--- src/rtl/stream_seq_sink.sv ---
// stream_seq_sink: receiving end of a valid/ready stream.
// Beats are buffered in a small FIFO, with backpressure when it is full, and
// re-presented on a downstream valid/ready port. A sequence checker watches
// every accepted beat for an incrementing pattern and counts beats and errors.
// Optional build macro STREAM_SINK_STALL_EN adds LFSR-driven pseudo-random
// deassertion of s_rdy for stress testing.
module stream_seq_sink #(
    parameter int DATA_W = 32,
    parameter int DEPTH  = 4,
    parameter int CNT_W  = 16
) (
    input  logic              clk,
    input  logic              rst,
    input  logic              s_vld,
    output logic              s_rdy,
    input  logic [DATA_W-1:0] s_data,
    output logic              m_vld,
    input  logic              m_rdy,
    output logic [DATA_W-1:0] m_data,
    input  logic              clr_stats,
    output logic              seq_err,
    output logic [CNT_W-1:0]  err_cnt,
    output logic [31:0]       rx_cnt,
    output logic              synced
);

    localparam int AW = $clog2(DEPTH);
    localparam logic [AW:0]       PTR_ONE  = (AW+1)'(1);
    localparam logic [DATA_W-1:0] DATA_ONE = DATA_W'(1);
    localparam logic [CNT_W-1:0]  CNT_ONE  = CNT_W'(1);

    logic [DATA_W-1:0] mem_q [DEPTH];
    logic [AW:0]       wptr_q, wptr_d;
    logic [AW:0]       rptr_q, rptr_d;
    logic              full;
    logic              empty;
    logic              push;
    logic              pop;
    logic              stall;

    logic              synced_q, synced_d;
    logic              seq_err_q, seq_err_d;
    logic [CNT_W-1:0]  err_cnt_q, err_cnt_d;
    logic [31:0]       rx_cnt_q, rx_cnt_d;
    logic [DATA_W-1:0] expected_q, expected_d;

    // Full/empty come from the extra pointer MSB, so all of DEPTH is usable.
    assign full  = (wptr_q[AW] != rptr_q[AW]) && (wptr_q[AW-1:0] == rptr_q[AW-1:0]);
    assign empty = (wptr_q == rptr_q);

`ifdef STREAM_SINK_STALL_EN
    logic [7:0] lfsr_q;
    logic [7:0] lfsr_d;

    // Fibonacci LFSR, taps 8,6,5,4; bit 0 requests an upstream stall.
    always_comb begin
        lfsr_d = {lfsr_q[6:0], lfsr_q[7] ^ lfsr_q[5] ^ lfsr_q[4] ^ lfsr_q[3]};
    end

    // LFSR state register, reseeded on reset.
    always_ff @(posedge clk) begin
        if (rst) begin
            lfsr_q <= 8'hA5;
        end else begin
            lfsr_q <= lfsr_d;
        end
    end

    assign stall = lfsr_q[0];
`else
    assign stall = 1'b0;
`endif

    // Ready depends only on registered state (and reset), never on m_rdy.
    assign s_rdy  = !full && !stall && !rst;
    assign m_vld  = !empty;
    assign m_data = mem_q[rptr_q[AW-1:0]];

    assign push = s_vld && s_rdy;
    assign pop  = m_vld && m_rdy;

    // Pointer advance on handshakes.
    always_comb begin
        wptr_d = wptr_q;
        rptr_d = rptr_q;
        if (push) begin
            wptr_d = wptr_q + PTR_ONE;
        end
        if (pop) begin
            rptr_d = rptr_q + PTR_ONE;
        end
    end

    // FIFO pointers; reset empties the FIFO and discards stored beats.
    always_ff @(posedge clk) begin
        if (rst) begin
            wptr_q <= '0;
            rptr_q <= '0;
        end else begin
            wptr_q <= wptr_d;
            rptr_q <= rptr_d;
        end
    end

    // Storage array; contents are only meaningful between the pointers.
    always_ff @(posedge clk) begin
        if (push) begin
            mem_q[wptr_q[AW-1:0]] <= s_data;
        end
    end

    // Sequence checker next state; clr_stats overrides any same-cycle push.
    always_comb begin
        synced_d   = synced_q;
        expected_d = expected_q;
        err_cnt_d  = err_cnt_q;
        rx_cnt_d   = rx_cnt_q;
        seq_err_d  = 1'b0;
        if (clr_stats) begin
            synced_d  = 1'b0;
            err_cnt_d = '0;
            rx_cnt_d  = '0;
        end else if (push) begin
            rx_cnt_d   = rx_cnt_q + 32'd1;
            expected_d = s_data + DATA_ONE;
            synced_d   = 1'b1;
            if (synced_q && (s_data != expected_q)) begin
                seq_err_d = 1'b1;
                if (err_cnt_q != '1) begin
                    err_cnt_d = err_cnt_q + CNT_ONE;
                end
            end
        end
    end

    // Checker state and statistics registers.
    always_ff @(posedge clk) begin
        if (rst) begin
            synced_q   <= 1'b0;
            expected_q <= '0;
            err_cnt_q  <= '0;
            rx_cnt_q   <= '0;
            seq_err_q  <= 1'b0;
        end else begin
            synced_q   <= synced_d;
            expected_q <= expected_d;
            err_cnt_q  <= err_cnt_d;
            rx_cnt_q   <= rx_cnt_d;
            seq_err_q  <= seq_err_d;
        end
    end

    assign synced  = synced_q;
    assign seq_err = seq_err_q;
    assign err_cnt = err_cnt_q;
    assign rx_cnt  = rx_cnt_q;

endmodule
--- config.mk ---
export PLATFORM = sky130hd
export DESIGN_NAME = stream_seq_sink
export DESIGN_NICKNAME = d
export VERILOG_FILES = /design/src/rtl/stream_seq_sink.sv
export SDC_FILE = /design/constraint.sdc
export NUM_CORES = 1
export LEC_CHECK = 0
export BUFFER_PORTS_ARGS = -buffer_cell sky130_fd_sc_hd__buf_2
export CORE_ASPECT_RATIO = 2
export CORE_MARGIN = 1.5
export CORE_UTILIZATION = 35
export CTS_CLUSTER_DIAMETER = 150
export DETAILED_ROUTE_END_ITERATION = 12
export SKIP_LAST_GASP = 1
export SLEW_MARGIN = 5
export SYNTH_ARGS = -nofsm -noshare
export SYNTH_HDL_FRONTEND = slang
export SYNTH_SLANG_ARGS = --single-unit
--- constraint.sdc ---
create_clock -name clk -period 3 [get_ports clk]
set_input_delay 0.3 -clock clk [delete_from_list [all_inputs] [get_ports clk]]
set_output_delay 0.3 -clock clk [all_outputs]
set_load 0.05 [all_outputs]
==> impl_metrics.csv <==
group,metric,value,unit
timing,rsz0062_at_grt,"false",
clocking,clkLatencyLatePin,500,ps
critical_path,timing.critical_path.cells,"xnor2_1 -> a311oi_4 -> nor2b_4 -> buf_4 -> nor2_1 -> a211oi_1",
floorplan,dieArea,27400,sq um
critical_path,max_stage_delay,730,ps
floorplan,die_y,233,um
synth,yosys_warnings,0,
power,ir_drop,0.000372,V
timing,max_freq,0.400,GHz
detailed_routing,via_per_inst,4.97,
placed_design,dp_hpwl,14.7,mm
synth,synth_compound_area_share,4.76,%
grt,grt_max_degree,47,
timing,maxSlewHeadroom,39.4,%
critical_path,crit_end,"expected_q[30]$_SDFFE_PP0P_",
critical_path,worstReg2RegEnd,"expected_q[30]$_SDFFE_PP0P_",
synth,synthAdderAreaFrac,1.08,%
placed_design,io_buffers,120,
timing,setup_violations,0,
timing,maxSlewViolCount,0,
grt,grt_pass1_vias,5907,
critical_path,end_kind,"register",
timing,fin_tns_setup,0,ps
timing,tightest_slew,909,ps
clocking,numCtsBuffers,21,
cells_and_area,syn2layout_area_growth,18.4,%
synth,syn_inst,705,
synth,synth_edf_count,128,
clocking,htree_levels,1,
critical_path,cp_slowest_cell,"a311oi_4",
grt,antenna_found_initial,1,
floorplan,rows,83,
synth,async_reset_ff_share,0,%
timing,hold_viol_final,0,
synth,syn_area,9230,sq um
synth,ys_seq_area_share,61.2,%
clocking,cts_tree,"built",
critical_path,cp-startpoint,"wptr_q[0]$_SDFFE_PP0P_",
critical_path,crit_required,3410,ps
floorplan,die_x,118,um
synth,synth.area.top_cells,"edfxtp_1, dfxtp_1, mux4_2",
synth,synth-seq-cells,218,
synth,synth_top_area_share,41.6,%
cells_and_area,final_layout_size_suffix_gt1_share,24.6,%
detailed_routing,postRouteWirelength,21.3,mm
grt,track_usage,15.7,%
clocking,path_clk_slew,70,ps
detailed_routing,wl_per_cell,18.0,um
timing,finClkSkew,12.9,ps
detailed_routing,drc_errors,0,
synth,synthXorXnorAreaFrac,9.68,%
detailed_routing,dr.pass1.iters,4,
job,drv_cap,0,
grt,overflow,0,
synth,yosys.area_share.simple,13.6,%
power,powerDensity,637,nW/um^2
critical_path,path_max_fanout,16,
power,p_leak,3.91,nW
critical_path,criticalPathCategory,"register to register",
cells_and_area,antennaDiodeCount,0,
clocking,post_cts_resized,0,
floorplan,core_area,25800,sq um
synth,synth.distinct_cells,39,
timing,fin_crit,2500,ps
floorplan,initial_core_util,35.8,%
detailed_routing,drt-initial-drc-count,274,
cells_and_area,final_cell_area,10900,sq um
detailed_routing,ant_nets,0,
clocking,cts_root_buf,"clkbuf_16",
timing,min_period_over_period,83.3,%
worst_hold_path,hp-class,"input pin to register",
synth,synth_top_family_by_area,"simple AND/OR/NAND/NOR gates",
critical_path,cp_data_arrival_time,2910,ps
critical_path,rr_startpoint,"wptr_q[0]$_SDFFE_PP0P_",
placed_design,placed_cell_area,10300,sq um
clocking,postCtsSetupBuffers,0,
synth,synthMuxAreaShare,7.92,%
cells_and_area,layout_common_cells,"edfxtp_1, buf_2, dfxtp_1",
detailed_routing,vias,5885,
grt,grt_pass1_wl,33.3,mm
placed_design,place_congestion,0.764,
critical_path,rr_worst_depth,6,
clocking,holdBufCountCts,0,
critical_path,critPathLaunchType,"register",
floorplan,ioPinCount,121,
critical_path,r2r_setup_slack,500,ps
cells_and_area,final_nets,877,
synth,synth_top_area_cell,"edfxtp_1",
synth,syn_avg_cell_area,13.1,sq um
cells_and_area,final_common_cell,"edfxtp_1",
outcome,status,"finished, final reports clean",
synth,syn_nets,750,
clocking,cts.sinks,218,
synth,synthFlopType,"edfxtp_1",
clocking,clockBufferDepth,3,
worst max-delay path, delay by kind of cell, from the launching register on:
family / cells / cell delay (ps)
compound gates: 2 / 950
xor+xnor: 1 / 190
flops: 1 / 430
buf+inv: 1 / 260
simple gates: 2 / 570
synthesized netlist by cell type (all sizes together), types with 13 or more instances:
cell type,count
edfxtp,128
dfxtp,90
nor2,83
xor2,79
mux4,32
a211oi,30
nand3,28
nand4,28
nand2,27
xnor2,23
and3,18
buf,17
clkbuf,15
a21oi,13
and4,13
sequential cells by signal (all words and copies together), names as in the netlist, named ones only:
name and count:
err_cnt 16, expected_q 32, mem_q 128, rptr_q 3
rx_cnt 32, seq_err 1, synced 1, wptr_q 3
logic make-up (layout without fill, tap and decap cells):
group / count (synthesis) / count (layout)
adders and majority gates: 8 / 8
muxes: 33 / 33
and+or+nand+nor: 241 / 241
xor gates and xnor gates: 102 / 102
buffers and inverters: 40 / 180
AOI/OAI and AO/OA: 63 / 63
DFF: 218 / 218
through the flow:
step                instances  util (%)  hold slack, ps  power, W  setup WS [ps]
finish                   1185      42.4            84.2   0.00696            502
global route             1185      42.4            84.4   0.00722            297
CTS                      1185      42.4            64.0   0.00707            476
detailed placement       1149      39.8             463   0.00444            485
global placement         1149      39.8             459   0.00443            508
floorplan                 705         -             396   0.00414            438
area by class of cell:
class	count	area, sq um
clock buffers	24	547
multi-input cells	447	3420
flip-flops and latches	218	5650
repair buffers	136	733
well taps	340	425
inverters	8	30.0
fillers	2514	14800
clock inverters	12	120
report_power, final:
part           switching [W]  leakage (nW)  internal, W
clock                0.00113         0.320      0.00149
combinational       0.000730          1.70     0.000333
sequential         0.0000366          1.89      0.00325
metal layers:
metal,wire length [um],GRT usage (%),share of wire [%],up-vias
li1,-,-,-,2866
met1,7800,16.1,37,2868
met2,11900,31.0,56,117
met3,890,2.82,4.2,32
met4,634,5.98,3.0,2
met5,11,0,0.052,-
how the worst min path moves through the flow:
stage / start / to / cells past startpoint
finish: s_data[27] / mem_q[3][27]$_DFFE_PP_ / 1
global route: s_data[31] / mem_q[0][31]$_DFFE_PP_ / 1
CTS: s_data[31] / mem_q[1][31]$_DFFE_PP_ / 1
detailed placement: expected_q[1]$_SDFFE_PP0P_ / expected_q[1]$_SDFFE_PP0P_ / 2
global placement: expected_q[1]$_SDFFE_PP0P_ / expected_q[1]$_SDFFE_PP0P_ / 2
floorplan: s_data[0] / expected_q[0]$_SDFFE_PP0P_ / 1
(Power assumes the default switching activity.)
